## config.mk

```make
export PLATFORM = sky130hd
export DESIGN_NAME = mem_arbiter
export DESIGN_NICKNAME = d
export VERILOG_FILES = /design/src/rtl/mem_arbiter.sv
export SDC_FILE = /design/constraint.sdc
export NUM_CORES = 1
export LEC_CHECK = 0
export CAP_MARGIN = 25
export CORE_MARGIN = 1.5
export CORE_UTILIZATION = 30
export CTS_CLUSTER_DIAMETER = 60
export DETAILED_ROUTE_END_ITERATION = 10
export PLACE_DENSITY = 0.72
export SLEW_MARGIN = 10
export SYNTH_ARGS = -nofsm -noshare
export SYNTH_HDL_FRONTEND = slang
export SYNTH_SLANG_ARGS = --single-unit
```

## constraint.sdc

```tcl
create_clock -name clk -period 2.1 [get_ports clk]
set_input_delay 0.315 -clock clk [delete_from_list [all_inputs] [get_ports clk]]
set_output_delay 0.315 -clock clk [all_outputs]
set_load 0.01 [all_outputs]
```

## src/rtl/mem_arbiter.sv

```systemverilog
// Shares one single-port memory between the fetch and data paths; data has priority, fetch is starvation-protected.
// Latency: 2 + BUS cycles from grant in IDLE to the one-cycle ready pulse (3 cycles minimum with zero-wait memory).
// Backpressure: requesters hold req until their ready pulse; memory stalls via mem_ack, bounded by TIMEOUT.
module mem_arbiter #(
  parameter int ADDR_W       = 32,
  parameter int DATA_W       = 32,
  parameter int STARVE_LIMIT = 4,
  parameter int TIMEOUT      = 64
) (
  input  logic              clk,
  input  logic              reset,
  input  logic              if_req,
  input  logic [ADDR_W-1:0] if_addr,
  output logic [DATA_W-1:0] if_rdata,
  output logic              if_ready,
  input  logic              d_req,
  input  logic              d_we,
  input  logic [ADDR_W-1:0] d_addr,
  input  logic [DATA_W-1:0] d_wdata,
  output logic [DATA_W-1:0] d_rdata,
  output logic              d_ready,
  output logic              bus_err,
  output logic              busy,
  output logic              mem_req,
  output logic              mem_we,
  output logic [ADDR_W-1:0] mem_addr,
  output logic [DATA_W-1:0] mem_wdata,
  input  logic [DATA_W-1:0] mem_rdata,
  input  logic              mem_ack
);

  localparam int SW = (STARVE_LIMIT > 0) ? $clog2(STARVE_LIMIT + 1) : 1;
  localparam int WW = (TIMEOUT > 1) ? $clog2(TIMEOUT) : 1;

  typedef enum logic [1:0] {S_IDLE, S_BUS, S_DONE} state_e;

  state_e            state_q, state_d;
  logic              owner_q, owner_d;        // 1 = data path owns the bus
  logic [SW-1:0]     starve_cnt_q, starve_cnt_d;
  logic [WW-1:0]     wait_cnt_q, wait_cnt_d;
  logic              mem_req_q, mem_req_d;
  logic              mem_we_q, mem_we_d;
  logic [ADDR_W-1:0] mem_addr_q, mem_addr_d;
  logic [DATA_W-1:0] mem_wdata_q, mem_wdata_d;
  logic [DATA_W-1:0] if_rdata_q, if_rdata_d;
  logic [DATA_W-1:0] d_rdata_q, d_rdata_d;
  logic              if_ready_q, if_ready_d;
  logic              d_ready_q, d_ready_d;
  logic              bus_err_q, bus_err_d;
  logic              busy_q, busy_d;
  logic              fetch_forced;

  // Fetch wins over a pending data request once data has been granted STARVE_LIMIT times in a row.
  assign fetch_forced = if_req && (starve_cnt_q == SW'(STARVE_LIMIT));

  // Next-state and registered-output logic; ready/bus_err are set on entry to DONE so they pulse during DONE.
  always_comb begin
    state_d      = state_q;
    owner_d      = owner_q;
    starve_cnt_d = starve_cnt_q;
    wait_cnt_d   = wait_cnt_q;
    mem_req_d    = mem_req_q;
    mem_we_d     = mem_we_q;
    mem_addr_d   = mem_addr_q;
    mem_wdata_d  = mem_wdata_q;
    if_rdata_d   = if_rdata_q;
    d_rdata_d    = d_rdata_q;
    if_ready_d   = 1'b0;
    d_ready_d    = 1'b0;
    bus_err_d    = 1'b0;

    case (state_q)
      S_IDLE: begin
        if (d_req && !fetch_forced) begin
          owner_d     = 1'b1;
          mem_addr_d  = d_addr;
          mem_we_d    = d_we;
          mem_wdata_d = d_wdata;
          mem_req_d   = 1'b1;
          wait_cnt_d  = '0;
          state_d     = S_BUS;
          if (!if_req)
            starve_cnt_d = '0;
          else if (starve_cnt_q != SW'(STARVE_LIMIT))
            starve_cnt_d = starve_cnt_q + 1'b1;
        end else if (if_req) begin
          owner_d      = 1'b0;
          mem_addr_d   = if_addr;
          mem_we_d     = 1'b0;
          mem_req_d    = 1'b1;
          wait_cnt_d   = '0;
          starve_cnt_d = '0;
          state_d      = S_BUS;
        end
      end

      S_BUS: begin
        if (mem_ack || (wait_cnt_q == WW'(TIMEOUT - 1))) begin
          // A late ack in the final allowed cycle still completes normally.
          if (owner_q) begin
            if (!mem_ack)       d_rdata_d = '0;
            else if (!mem_we_q) d_rdata_d = mem_rdata;
            d_ready_d = 1'b1;
          end else begin
            if_rdata_d = mem_ack ? mem_rdata : '0;
            if_ready_d = 1'b1;
          end
          bus_err_d = !mem_ack;
          mem_req_d = 1'b0;
          mem_we_d  = 1'b0;
          state_d   = S_DONE;
        end else begin
          wait_cnt_d = wait_cnt_q + 1'b1;
        end
      end

      S_DONE: state_d = S_IDLE;

      default: state_d = S_IDLE;
    endcase

    busy_d = (state_d != S_IDLE);
  end

  // State and output registers with synchronous active-low reset.
  always_ff @(posedge clk) begin
    if (!reset) begin
      state_q      <= S_IDLE;
      owner_q      <= 1'b0;
      starve_cnt_q <= '0;
      wait_cnt_q   <= '0;
      mem_req_q    <= 1'b0;
      mem_we_q     <= 1'b0;
      mem_addr_q   <= '0;
      mem_wdata_q  <= '0;
      if_rdata_q   <= '0;
      d_rdata_q    <= '0;
      if_ready_q   <= 1'b0;
      d_ready_q    <= 1'b0;
      bus_err_q    <= 1'b0;
      busy_q       <= 1'b0;
    end else begin
      state_q      <= state_d;
      owner_q      <= owner_d;
      starve_cnt_q <= starve_cnt_d;
      wait_cnt_q   <= wait_cnt_d;
      mem_req_q    <= mem_req_d;
      mem_we_q     <= mem_we_d;
      mem_addr_q   <= mem_addr_d;
      mem_wdata_q  <= mem_wdata_d;
      if_rdata_q   <= if_rdata_d;
      d_rdata_q    <= d_rdata_d;
      if_ready_q   <= if_ready_d;
      d_ready_q    <= d_ready_d;
      bus_err_q    <= bus_err_d;
      busy_q       <= busy_d;
    end
  end

  assign if_rdata  = if_rdata_q;
  assign if_ready  = if_ready_q;
  assign d_rdata   = d_rdata_q;
  assign d_ready   = d_ready_q;
  assign bus_err   = bus_err_q;
  assign busy      = busy_q;
  assign mem_req   = mem_req_q;
  assign mem_we    = mem_we_q;
  assign mem_addr  = mem_addr_q;
  assign mem_wdata = mem_wdata_q;

endmodule

```

* Word level (Yosys, flattened, before mapping) *
Cells that the tools add are included.

cells by class
  add/subtract/negate cells = 2
  equality and inequality tests = 9
  muxes and demuxes = 27
  bitwise gates (word level) = 1
  reduce and logical (&&, ||, !) cells = 17

operators by type and width
  cell                                                                     count
  32-bit 2-to-1 mux                                                        5
  6-bit 2-to-1 mux                                                         3
  3-bit AND reduction                                                      5
  3-bit 2-to-1 mux                                                         4
  6-bit one-hot mux with 2 select lines                                    1
  1-bit 2-to-1 mux                                                         8
  6-bit by 1-bit adder with 6-bit output, second input constant            1
  6-bit equality test, second input constant                               1
  2-bit 2-to-1 mux                                                         3
  2-bit inequality test, second input constant                             3
  3-bit inequality test, second input constant                             2
  2-bit nonzero test                                                       3
  1-bit one-hot mux with 2 select lines                                    2
  2-bit one-hot mux with 2 select lines                                    1
  2-bit AND reduction                                                      2
  4-bit AND reduction                                                      1
  3-bit by 1-bit adder with 3-bit output, second input constant            1
  3-bit equality test, second input constant                               1
  3-bit by 2-bit inequality test with 1-bit output, second input constant  1
  2-bit by 1-bit equality test with 1-bit output, second input constant    1
  1-bit logical AND                                                        2
  1-bit logical NOT                                                        2
  2-bit logical NOT                                                        1
  1-bit logical OR                                                         1
  1-bit NOT                                                                1

word-level totals
  register bits = 146
  bits of input ports = 134

* Longest topological paths before layout *
Gate-level depths: netlist (run 1).

  depth after elaboration = 7
  mapped depth = 8
  mapped depth without buffers = 6

* Worst setup path before layout (run 1) *
OpenSTA, ideal clock, no wires.

  path kind = reg2reg
  from = register wait_cnt_q[0]
  to = register d_rdata_q[10] (netlist: d_rdata[10])
  setup time = 0.117 ns
  data arrival time = 1.454 ns
  setup slack = 0.529 ns
  cell stages (with the launch flop) = 7
  buffers on the path = 1
  period minus slack after synthesis = 1.571 ns
  path through = dfxtp_1 -> ha_1 -> nand3_2 -> o31ai_2 -> a31oi_2 -> buf_6 -> a22o_1

on the way
  longest elaborated chain between the ends = 3

ends and longest elaborated chain
  what                                  RTL line  text
  start, declared                       40        logic [WW-1:0] wait_cnt_q, wait_cnt_d;
  start signal, assigned                146       wait_cnt_q <= wait_cnt_d;
  6-bit equality test                   98        if (mem_ack || (wait_cnt_q == WW'(TIMEOUT - 1))) begin
  1-bit logical OR                      98
  4-bit AND reduction (no source line)  n/a
  end signal, assigned                  152       d_rdata_q <= d_rdata_d;
  end, declared                         46        logic [DATA_W-1:0] d_rdata_q, d_rdata_d;

Every way passes these cells.
A chain may end at the register's enable or synchronous reset.

* Worst setup path in the final report (run 1) *
  from = register mem_we_q (netlist: mem_we)
  to = output mem_we

RTL lines
  what                    RTL line  text
  start, declared         42        logic mem_we_q, mem_we_d;
  start signal, assigned  148       mem_we_q <= mem_we_d;
  end, declared           25        output logic mem_we,

No word-level cell between the ends.

==> reports/metrics.csv, run 1 <==
stage,metric,value,unit
route,remaining number of nets flagged by the antenna check after routing,0,
synthesis,part of the Yosys area used for sequential elements,0.543,
sta,shortest clock period the worst path allows after layout,1.85,ns
route,sum of routed wire length over all layers,16500,microns
power_and_ir_drop,leakage power total,3.38,nW
route,DR WL/cell,15.6,microns
setup_path,crit start category,flip-flop,
die,Die W,137,microns
route,post-detailed-route via-to-cell ratio,4.83,
cells_and_area,antenna fix cells,0,
die,standard cell core area,0.0174,sq mm
synthesis,unique cell type count in the Yosys netlist,45,
power_and_ir_drop,power density of the placed cells,819,mW/mm^2
synthesis,synthesized instance count,557,
global_route,GR Overflow Total,0,
sta,final setup fails,0,
sta,setup clock skew after layout,0.0109,ns
die,I/O pins,268,
setup_path,total buffers and inverters traversed by the critical path,1,
sta,maximum frequency from static timing analysis,542,MHz
cells_and_area,number of fillers in the final layout,1607,
synthesis,number of warnings issued by yosys,0,
sta,final worst-path cycle share,0.879,
cells_and_area,multi-input combinational cell area,0.00220,sq mm
sta,pins over their slew limit,0,
global_route,first-pass GRT wire length,25400,microns
sta,normalized max-slew margin,0.750,
cts,post-CTS setup-driven buffer insertion count,0,
setup_path,data arrival time at the worst-slack endpoint,1.53,ns
setup_path,slowest stage cell on the critical path,sky130_fd_sc_hd__clkdlybuf4s50_1,
cts,clock tree from TritonCTS,yes,
cts,CTS resizes,0,
synthesis,Synth top area share,0.543,
setup_path,delay of the slowest cell on the worst path,0.65,ns
global_route,initial antenna violation count,0,
route,Vias,5101,
sta,transition time of the tightest slew-check pin,0.374,ns
synthesis,Post-synth ARST share,0,
synthesis,leading post-synthesis cells by cell area,"sky130_fd_sc_hd__dfxtp_1 (54%), sky130_fd_sc_hd__a21oi_1 (6.5%), sky130_fd_sc_hd__mux2i_1 (6.0%)",
cells_and_area,area of all placed cells without fillers,0.00894,sq mm
setup_path,chain of cells forming the critical path,clkdlybuf4s50_1,
cells_and_area,area added between synthesis and finish,66.2,%
die,Die Y,137,microns
cells_and_area,proportion of layout cells with a drive suffix above 1,0.0746,
die,FP Rows,48,
synthesis,ys flop type,sky130_fd_sc_hd__dfxtp_1,
route,DRC errors left,0,
setup_path,Critical Path Fanout Max,4,
placement,number of buffers added on ports,267,
synthesis,"flops & latches, synth",146,
worst_hold_path,Hold Path Class,input pin to flip-flop,
sta,setup TNS after final layout,0,ns
sta,unrepaired setup endpoints after global routing,false,
route,first-iteration detailed-routing DRC count,214,
placement,detailed placement HPWL,11500,microns
die,initial core utilization,0.309,
synthesis,cell type contributing the most total cell area after synthesis,sky130_fd_sc_hd__dfxtp_1,
cts,number of H-tree levels,4,
setup_path,Top Family by Delay on Critical Path,buffers and inverters,
run_status,outcome,finished clean,
global_route,vias in the first global route,5083,
placement,total cell area at the placement stage,0.00833,sq mm
global_route,largest net degree at the start of global routing,67,
global_route,global-route usage over all layers,0.175,
cts,clk buf depth,2,
cts,clock transition time at the flip-flop clock pins of the worst setup and hold paths,0.07,ns
cts,clock network latency to the later pin of the worst-skew pair,0.42,ns
cts,number of clock buffers inserted by TritonCTS,17,
synthesis,post-synthesis instance area,0.00538,sq mm
cells_and_area,# nets final,955,
flow_run,max-cap viol count,0,
placement,final RePlAce weighted congestion,0.730,
sta,final hold violations,0,
cts,root buffer cell,sky130_fd_sc_hd__clkbuf_16,
cts,CTS Sinks,146,
setup_path,Crit. End Element,output pin,
die,area of the die,0.0187,sq mm
cells_and_area,footprint of the flip-flops and latches,0.00292,sq mm
cells_and_area,Layout Utilization,0.513,
route,first-pass iteration count of the detailed router,4,
power_and_ir_drop,worst IR drop on VDD,0.598,mV
cts,hold buffers post-CTS,0,
setup_path,Worst EP required,1.78,ns
synthesis,"EDFF count, synth",0,
synthesis,mean instance size in the synthesized netlist,9.66,sq um
synthesis,Post-Synthesis Net Count,694,
setup_path,WS Path Type,flip-flop to output pin,
## cells by family (layout without fill, tap and decap cells)
| family | count (synthesis) | in the layout | synth area share |
|---|---|---|---|
| buffers and inverters | 50 | 324 | 0.0502 |
| DFF | 146 | 146 | 0.543 |
| and+or+nand+nor | 142 | 142 | 0.117 |
| muxes | 32 | 32 | 0.0595 |
| AOI/OAI and AO/OA | 184 | 184 | 0.223 |
| adders and majority gates | 3 | 3 | 0.00698 |
## cell usage after synthesis, types with 3 or more instances
library cell	count
sky130_fd_sc_hd__nand2_1	69
sky130_fd_sc_hd__o21ai_0	35
sky130_fd_sc_hd__clkbuf_1	16
sky130_fd_sc_hd__buf_2	18
sky130_fd_sc_hd__nor2_1	42
sky130_fd_sc_hd__inv_1	5
sky130_fd_sc_hd__a22oi_1	32
sky130_fd_sc_hd__buf_4	4
sky130_fd_sc_hd__nand3_1	12
sky130_fd_sc_hd__dfxtp_1	146
sky130_fd_sc_hd__mux2i_1	32
sky130_fd_sc_hd__ha_1	3
sky130_fd_sc_hd__buf_6	6
sky130_fd_sc_hd__a21oi_1	70
sky130_fd_sc_hd__a22o_1	32
## layout make-up
class,count,share of cell area
Clock buffer,17,0.0476
Clock inverter,15,0.0206
Inverter,6,0.00252
Multi-Input combinational cell,361,0.246
Sequential cell,146,0.327
Tap cell,225,0.0315
Timing Repair Buffer,286,0.325
## power by group
part | leakage [nW] | switching (W) | internal (W)
sequential | 1.19 | 0.0000844 | 0.00293
clock | 0.295 | 0.00133 | 0.00181
combinational | 1.89 | 0.000509 | 0.000663
## routing by layer
metal,vias up,GRT usage,routed length [microns]
met4,0,0.0608,216
met2,226,0.308,8010
li1,2510,-,-
met3,16,0.0659,1660
met5,-,0,0
met1,2349,0.192,6620
## placed cells by master, fill, tap and decap left out, types with 2 or more instances in the layout
| cell | instances |
|---|---|
| sky130_fd_sc_hd__clkdlybuf4s50_1 | 267 |
| sky130_fd_sc_hd__dfxtp_1 | 146 |
| sky130_fd_sc_hd__a21oi_1 | 70 |
| sky130_fd_sc_hd__nand2_1 | 69 |
| sky130_fd_sc_hd__nor2_1 | 42 |
| sky130_fd_sc_hd__o21ai_0 | 35 |
| sky130_fd_sc_hd__a22oi_1 | 32 |
| sky130_fd_sc_hd__a22o_1 | 32 |
| sky130_fd_sc_hd__mux2i_1 | 32 |
| sky130_fd_sc_hd__clkbuf_16 | 17 |
| sky130_fd_sc_hd__nand3_1 | 12 |
| sky130_fd_sc_hd__buf_4 | 12 |
| sky130_fd_sc_hd__buf_12 | 7 |
| sky130_fd_sc_hd__inv_1 | 5 |
| sky130_fd_sc_hd__inv_8 | 5 |
| sky130_fd_sc_hd__inv_6 | 4 |
| sky130_fd_sc_hd__ha_1 | 3 |
| sky130_fd_sc_hd__and3_1 | 2 |
| sky130_fd_sc_hd__nor2b_1 | 2 |
| sky130_fd_sc_hd__or3_1 | 2 |
| sky130_fd_sc_hd__o22ai_1 | 2 |
| sky130_fd_sc_hd__clkinv_4 | 2 |
| sky130_fd_sc_hd__clkinvlp_4 | 2 |
| sky130_fd_sc_hd__bufinv_16 | 2 |
## path summary, 6_finish.rpt
| kind | startpoint | cells after the start | slack (ns) | endpoint |
|---|---|---|---|---|
| setup / recovery | mem_we | 1 | 0.25 | mem_we |
| hold / removal | d_wdata[19] | 3 | 0.44 | mem_wdata[19] |
| setup reg to reg | wait_cnt_q[0] | 6 | 0.34 | d_rdata[17] |
| hold reg to reg | mem_wdata[1] | 2 | 0.45 | mem_wdata[1] |
## through the flow
stage                     setup WS (ns)  total power (W)  instances  hold WS (ns)
after floorplan                   0.529          0.00354        557         0.387
after global placement            0.145          0.00424       1024         0.441
after detailed placement          0.116          0.00426       1024         0.445
after CTS                         0.222          0.00744       1056         0.418
after global routing              0.180          0.00765       1056         0.427
final                             0.255          0.00733       1056         0.441
## flip-flops by register name (all words and copies together) (netlist names), 2 cells and up
signal        flops
mem_wdata        32
mem_addr         32
starve_cnt_q      3
d_rdata          32
if_rdata         32
state_q           2
wait_cnt_q        6
Power figures use the tool's default switching activity.
==> inputs of run 2 (changes only) <==
ABC_CLOCK_PERIOD_IN_PS = 1900   (was default)
SLEW_MARGIN = default   (was 10)
clock period = 1.9 ns   (was 2.1 ns; I/O delays follow)
==> run 2 against run 1 <==
Against the previous run: critical endpoint is now d_rdata[17]; largest cell class is now non-clock buffers; register-to-register slack worse by 0.16 ns; total power is 11% higher; worst setup slack got worse by 0.070 ns; global-route usage shrank 0.35 points; wire length is 1.7% lower.
==> reports/metrics.csv, run 2 (same netlist as run 1, synthesis figures left out) <==
stage,metric,value,unit,change
cts,number of clock buffers inserted by TritonCTS,17,,unchanged
die,Die Y,137,microns,unchanged
setup_path,chain of cells forming the critical path,ha_1 > nand3_2 > o31ai_2 > a31oi_2 > buf_12 > a22o_1,,
cells_and_area,antenna fix cells,0,,unchanged
cts,hold buffers post-CTS,0,,unchanged
setup_path,WS Path Type,flip-flop to flip-flop,,
power_and_ir_drop,worst IR drop on VDD,0.587,mV,-1.9%
die,Die W,137,microns,unchanged
sta,maximum frequency from static timing analysis,583,MHz,
cts,clock network latency to the later pin of the worst-skew pair,0.42,ns,about the same
setup_path,slowest stage cell on the critical path,sky130_fd_sc_hd__dfxtp_1,,
route,sum of routed wire length over all layers,16200,microns,-1.7%
run_status,outcome,finished clean,,
route,DR WL/cell,15.3,microns,-2.4%
cells_and_area,area added between synthesis and finish,67.8,%,
sta,pins over their slew limit,0,,unchanged
sta,final setup fails,0,,unchanged
flow_run,max-cap viol count,0,,unchanged
setup_path,data arrival time at the worst-slack endpoint,2.02,ns,+0.49 ns
setup_path,Crit. End Element,flip-flop,,
cts,clk buf depth,2,,unchanged
sta,unrepaired setup endpoints after global routing,false,,
route,remaining number of nets flagged by the antenna check after routing,0,,unchanged
setup_path,launch point of the worst path,wait_cnt_q[0],,
setup_path,Top Family by Delay on Critical Path,compound AO/OA/AOI/OAI gates,,
global_route,global-route usage over all layers,0.171,,-0.00350
cells_and_area,proportion of layout cells with a drive suffix above 1,0.0823,,+0.00773
worst_hold_path,worst hold stages,3,,unchanged
power_and_ir_drop,power density of the placed cells,899,mW/mm^2,+9.7%
setup_path,reg-to-reg endpoint,d_rdata[17],,
power_and_ir_drop,leakage power total,3.44,nW,+1.8%
sta,final worst-path cycle share,0.903,,
route,Vias,5088,,-0.25%
die,FP Rows,48,,unchanged
global_route,initial antenna violation count,0,,unchanged
cells_and_area,# nets final,962,,+0.73%
global_route,first-pass GRT wire length,25000,microns,-1.7%
sta,transition time of the tightest slew-check pin,0.345,ns,-0.0298 ns
worst_hold_path,Worst Hold End,mem_wdata[20],,
setup_path,cell count of the worst reg-to-reg path,6,,unchanged
sta,setup clock skew after layout,0.00974,ns,-0.00118 ns
route,post-detailed-route via-to-cell ratio,4.79,,-0.91%
die,initial core utilization,0.309,,unchanged
cells_and_area,"most common cell after layout, fill and taps aside",sky130_fd_sc_hd__clkdlybuf4s50_1,,
setup_path,Worst EP required,2.21,ns,+0.43 ns
setup_path,delay of the slowest cell on the worst path,0.40,ns,-0.25 ns
cts,post-CTS setup-driven buffer insertion count,0,,unchanged
global_route,vias in the first global route,5005,,-1.5%
cts,clock transition time at the flip-flop clock pins of the worst setup and hold paths,0.06,ns,about the same
setup_path,CP Depth,6,,+5
setup_path,total buffers and inverters traversed by the critical path,1,,unchanged
worst_hold_path,hold path startpoint,d_wdata[20],,
global_route,largest net degree at the start of global routing,61,,-9.0%
placement,number of buffers added on ports,267,,unchanged
sta,setup TNS after final layout,0,ns,unchanged
placement,number of placed cells counting well taps,1031,,+0.68%
die,I/O pins,268,,unchanged
setup_path,Crit Reg-Reg Startpoint,wait_cnt_q[0],,
cts,CTS Sinks,146,,unchanged
cells_and_area,"commonest cells after routing, fill and taps aside","sky130_fd_sc_hd__clkdlybuf4s50_1 (266), sky130_fd_sc_hd__dfxtp_1 (146), sky130_fd_sc_hd__a21oi_1 (70), sky130_fd_sc_hd__nand2_1 (69), sky130_fd_sc_hd__nor2_1 (42)",,
cts,number of H-tree levels,4,,unchanged
cells_and_area,Post-Layout Cell Count,1063,,+0.66%
sta,normalized max-slew margin,0.770,,+0.0194
route,first-iteration detailed-routing DRC count,185,,-14%
placement,detailed placement HPWL,11600,microns,+0.98%
die,area of the die,0.0187,sq mm,unchanged
route,first-pass iteration count of the detailed router,4,,unchanged
setup_path,R2R Setup Slk,0.18,ns,-0.16 ns
sta,shortest clock period the worst path allows after layout,1.72,ns,
die,standard cell core area,0.0174,sq mm,unchanged
setup_path,Critical Path Fanout Max,32,,+28
route,DRC errors left,0,,unchanged
sta,final hold violations,0,,unchanged
global_route,GR Overflow Total,0,,unchanged
setup_path,crit start category,flip-flop,,
worst_hold_path,Hold Path Class,input pin to flip-flop,,
cts,root buffer cell,sky130_fd_sc_hd__clkbuf_16,,
placement,final RePlAce weighted congestion,0.743,,+1.8%
cts,clock tree from TritonCTS,yes,,
[run 2: how the worst max path moves through the flow]
stage,to,slack (ns)
2_1_floorplan,d_rdata[10],0.33
3_3_place_gp,wait_cnt_q[1],0.04
3_5_place_dp,wait_cnt_q[1],0.01
4_1_cts,mem_we,0.04
5_1_grt,d_rdata[17],0.04
6_report,d_rdata[17],0.18
[run 2: what timing repair did]
item / 4_1_cts / 5_1_grt
endpoints found under the hold margin: 0 / 0
resized for setup: 0 / 1
endpoints found under the setup margin: 0 / 1
[run 2: worst register-to-register path, stage by stage, from the launching register on]
cell and delay, ns:
sky130_fd_sc_hd__dfxtp_1 0.40, sky130_fd_sc_hd__ha_1 0.27, sky130_fd_sc_hd__nand3_2 0.17, sky130_fd_sc_hd__o31ai_2 0.23, sky130_fd_sc_hd__a31oi_2 0.14, sky130_fd_sc_hd__buf_12 0.20
sky130_fd_sc_hd__a22o_1 0.20
[run 2: final cells by class]
class / instances / area [sq um]
Multi-Input combinational cell: 361 / 2200
Inverter: 6 / 22.5
Tap cell: 225 / 282
Sequential cell: 146 / 2920
Clock inverter: 15 / 189
Clock buffer: 17 / 425
Fill cell: 1616 / 8390
Timing Repair Buffer: 293 / 2980
[run 2: metal layers]
layer	wire length, microns	track usage	vias to the layer above
met1	6790	0.198	2351
met2	7700	0.294	207
met4	180	0.0497	0
li1	-	-	2515
met5	0	0	-
met3	1550	0.0652	15
[run 2: stage by stage]
stage / worst slack [ns] / power [W] / area [sq um] / utilization / hold WS, ns
after floorplan: 0.329 / 0.00391 / 5380 / - / 0.357
final: 0.184 / 0.00811 / 9030 / 0.518 / 0.415
after global routing: 0.0351 / 0.00847 / 9030 / 0.518 / 0.400
after CTS: 0.0421 / 0.00822 / 9020 / 0.518 / 0.399
after global placement: 0.0380 / 0.00472 / 8410 / 0.483 / 0.441
after detailed placement: 0.0114 / 0.00473 / 8410 / 0.483 / 0.445
[run 2: where the power goes]
group | total, W | switching (W) | internal, W
clock network | 0.00346 | 0.00146 | 0.00200
logic | 0.00132 | 0.000564 | 0.000757
registers | 0.00333 | 0.0000923 | 0.00324
==> inputs of run 3 (changes only) <==
CORE_MARGIN = default   (was 1.5)
==> run 3 against run 2 <==
Against the previous run: global-route usage grew 0.14 points; design area shrank 0.49%; clock skew shrank 0.0030 ns; worst setup slack lost 0.048 ns; clock power is essentially flat; first-iteration DRC count grew 2.2%; sequential share of layout area grew 0.16 points; critical path type is now flip-flop to output pin; largest power group unchanged.
==> reports/metrics.csv, run 3 (same netlist as run 1, synthesis figures left out) <==
stage,metric,value,unit,change
run_status,outcome,finished clean,,
die,FP Rows,48,,unchanged
cells_and_area,# nets final,957,,-0.52%
cts,clock tree from TritonCTS,yes,,
cts,CTS Sinks,146,,unchanged
sta,final hold violations,0,,unchanged
cts,clock network latency to the later pin of the worst-skew pair,0.42,ns,about the same
cells_and_area,area of all placed cells without fillers,0.00898,sq mm,-0.49%
setup_path,Top Family by Delay on Critical Path,buffers and inverters,,
die,Die Y,136,microns,-0.73%
sta,transition time of the tightest slew-check pin,0.365,ns,+0.0201 ns
cts,hold buffers post-CTS,0,,unchanged
cells_and_area,number of fillers in the final layout,1595,,-1.3%
sta,setup clock skew after layout,0.00677,ns,-0.00297 ns
setup_path,slowest stage cell on the critical path,sky130_fd_sc_hd__clkdlybuf4s50_1,,
cts,number of H-tree levels,4,,unchanged
power_and_ir_drop,power density of the placed cells,903,mW/mm^2,+0.45%
route,remaining number of nets flagged by the antenna check after routing,0,,unchanged
die,standard cell core area,0.0174,sq mm,unchanged
global_route,largest net degree at the start of global routing,67,,+9.8%
setup_path,Worst EP required,1.62,ns,-0.59 ns
cells_and_area,proportion of layout cells with a drive suffix above 1,0.0768,,-0.00551
route,first-iteration detailed-routing DRC count,189,,+2.2%
route,first-pass iteration count of the detailed router,4,,unchanged
setup_path,total buffers and inverters traversed by the critical path,1,,unchanged
power_and_ir_drop,worst IR drop on VDD,0.627,mV,+6.8%
global_route,vias in the first global route,4849,,-3.1%
sta,maximum frequency from static timing analysis,567,MHz,-2.7%
sta,unrepaired setup endpoints after global routing,false,,
placement,total cell area at the placement stage,0.00837,sq mm,-0.45%
worst_hold_path,Hold Path Class,input pin to flip-flop,,
route,sum of routed wire length over all layers,16000,microns,-1.5%
sta,final worst-path cycle share,0.928,,+0.0252
placement,number of buffers added on ports,267,,unchanged
cts,clk buf depth,2,,unchanged
sta,setup slack of the critical path after layout,0.136,ns,-0.0480 ns
route,DR WL/cell,15.1,microns,-1.0%
die,initial core utilization,0.309,,unchanged
sta,normalized max-slew margin,0.757,,-0.0129
route,Vias,5042,,-0.90%
route,post-detailed-route via-to-cell ratio,4.77,,-0.44%
cts,number of clock buffers inserted by TritonCTS,17,,unchanged
cells_and_area,Layout Utilization,0.516,,-0.00251
setup_path,WS Path Type,flip-flop to output pin,,
setup_path,Critical Path Fanout Max,4,,-88%
cells_and_area,area added between synthesis and finish,67.0,%,
cts,clock transition time at the flip-flop clock pins of the worst setup and hold paths,0.06,ns,about the same
cells_and_area,antenna fix cells,0,,unchanged
cts,root buffer cell,sky130_fd_sc_hd__clkbuf_16,,
setup_path,delay of the slowest cell on the worst path,0.61,ns,+0.21 ns
flow_run,max-cap viol count,0,,unchanged
cells_and_area,"most common cell after layout, fill and taps aside",sky130_fd_sc_hd__clkdlybuf4s50_1,,
sta,Hold Worst Slack,0.414,ns,-0.000652 ns
global_route,GR Overflow Total,0,,unchanged
sta,pins over their slew limit,0,,unchanged
setup_path,Crit. End Element,output pin,,
placement,pre-CTS WS,-0.0246,ns,-0.0360 ns
placement,final RePlAce weighted congestion,0.794,,+6.8%
setup_path,chain of cells forming the critical path,clkdlybuf4s50_1,,
power_and_ir_drop,leakage power total,3.40,nW,-1.2%
global_route,global-route usage over all layers,0.173,,+0.00137
placement,detailed placement HPWL,11200,microns,-3.2%
die,I/O pins,268,,unchanged
global_route,initial antenna violation count,0,,unchanged
sta,final setup fails,0,,unchanged
setup_path,crit start category,flip-flop,,
setup_path,data arrival time at the worst-slack endpoint,1.48,ns,-0.54 ns
cts,post-CTS setup-driven buffer insertion count,0,,unchanged
setup_path,R2R Setup Slk,0.19,ns,about the same
sta,shortest clock period the worst path allows after layout,1.76,ns,+0.0480 ns
global_route,first-pass GRT wire length,24800,microns,-0.72%
cells_and_area,"commonest cells after routing, fill and taps aside","sky130_fd_sc_hd__clkdlybuf4s50_1 (267), sky130_fd_sc_hd__dfxtp_1 (146), sky130_fd_sc_hd__a21oi_1 (70), sky130_fd_sc_hd__nand2_1 (69), sky130_fd_sc_hd__nor2_1 (42)",,
cts,CTS resizes,0,,unchanged
die,Die W,136,microns,-0.73%
route,DRC errors left,0,,unchanged
die,area of the die,0.0185,sq mm,-1.5%
[run 3: final timing paths]
path / startpoint / end / cells past startpoint
worst max register to register: wait_cnt_q[0] / d_rdata[9] / 6
worst min register to register: mem_wdata[10] / mem_wdata[10] / 2
worst min-delay path: d_wdata[19] / mem_wdata[19] / 3
worst max-delay path: mem_we / mem_we / 1
[run 3: through the flow]
stage               TNS, ns  total power, W  instances
global route              0         0.00847       1058
finish                    0         0.00811       1058
detailed placement  -0.0459         0.00472       1026
floorplan                 0         0.00391        557
CTS                       0         0.00823       1058
global placement    -0.0463         0.00471       1026
[run 3: cell type report]
| type | instances | area [sq um] | area share |
|---|---|---|---|
| multi-input combinational | 361 | 2200 | 0.245 |
| inverter | 6 | 22.5 | 0.00251 |
| tap | 225 | 282 | 0.0313 |
| timing repair buffer | 288 | 2940 | 0.328 |
| clock inverter | 15 | 185 | 0.0206 |
| sequential | 146 | 2920 | 0.325 |
| clock buffer | 17 | 425 | 0.0474 |
[run 3: report_power, final]
part	internal [W]	total (W)	switching [W]	leakage [nW]
combinational	0.000748	0.00131	0.000559	1.91
clock	0.00200	0.00347	0.00147	0.297
sequential	0.00324	0.00334	0.0000955	1.19
[run 3: per-layer routing]
layer	GRT usage	wire [microns]	part of all wire
met1	0.206	6920	0.43
met3	0.0570	1280	0.080
met4	0.0574	194	0.012
met5	0	0	0
met2	0.290	7600	0.48
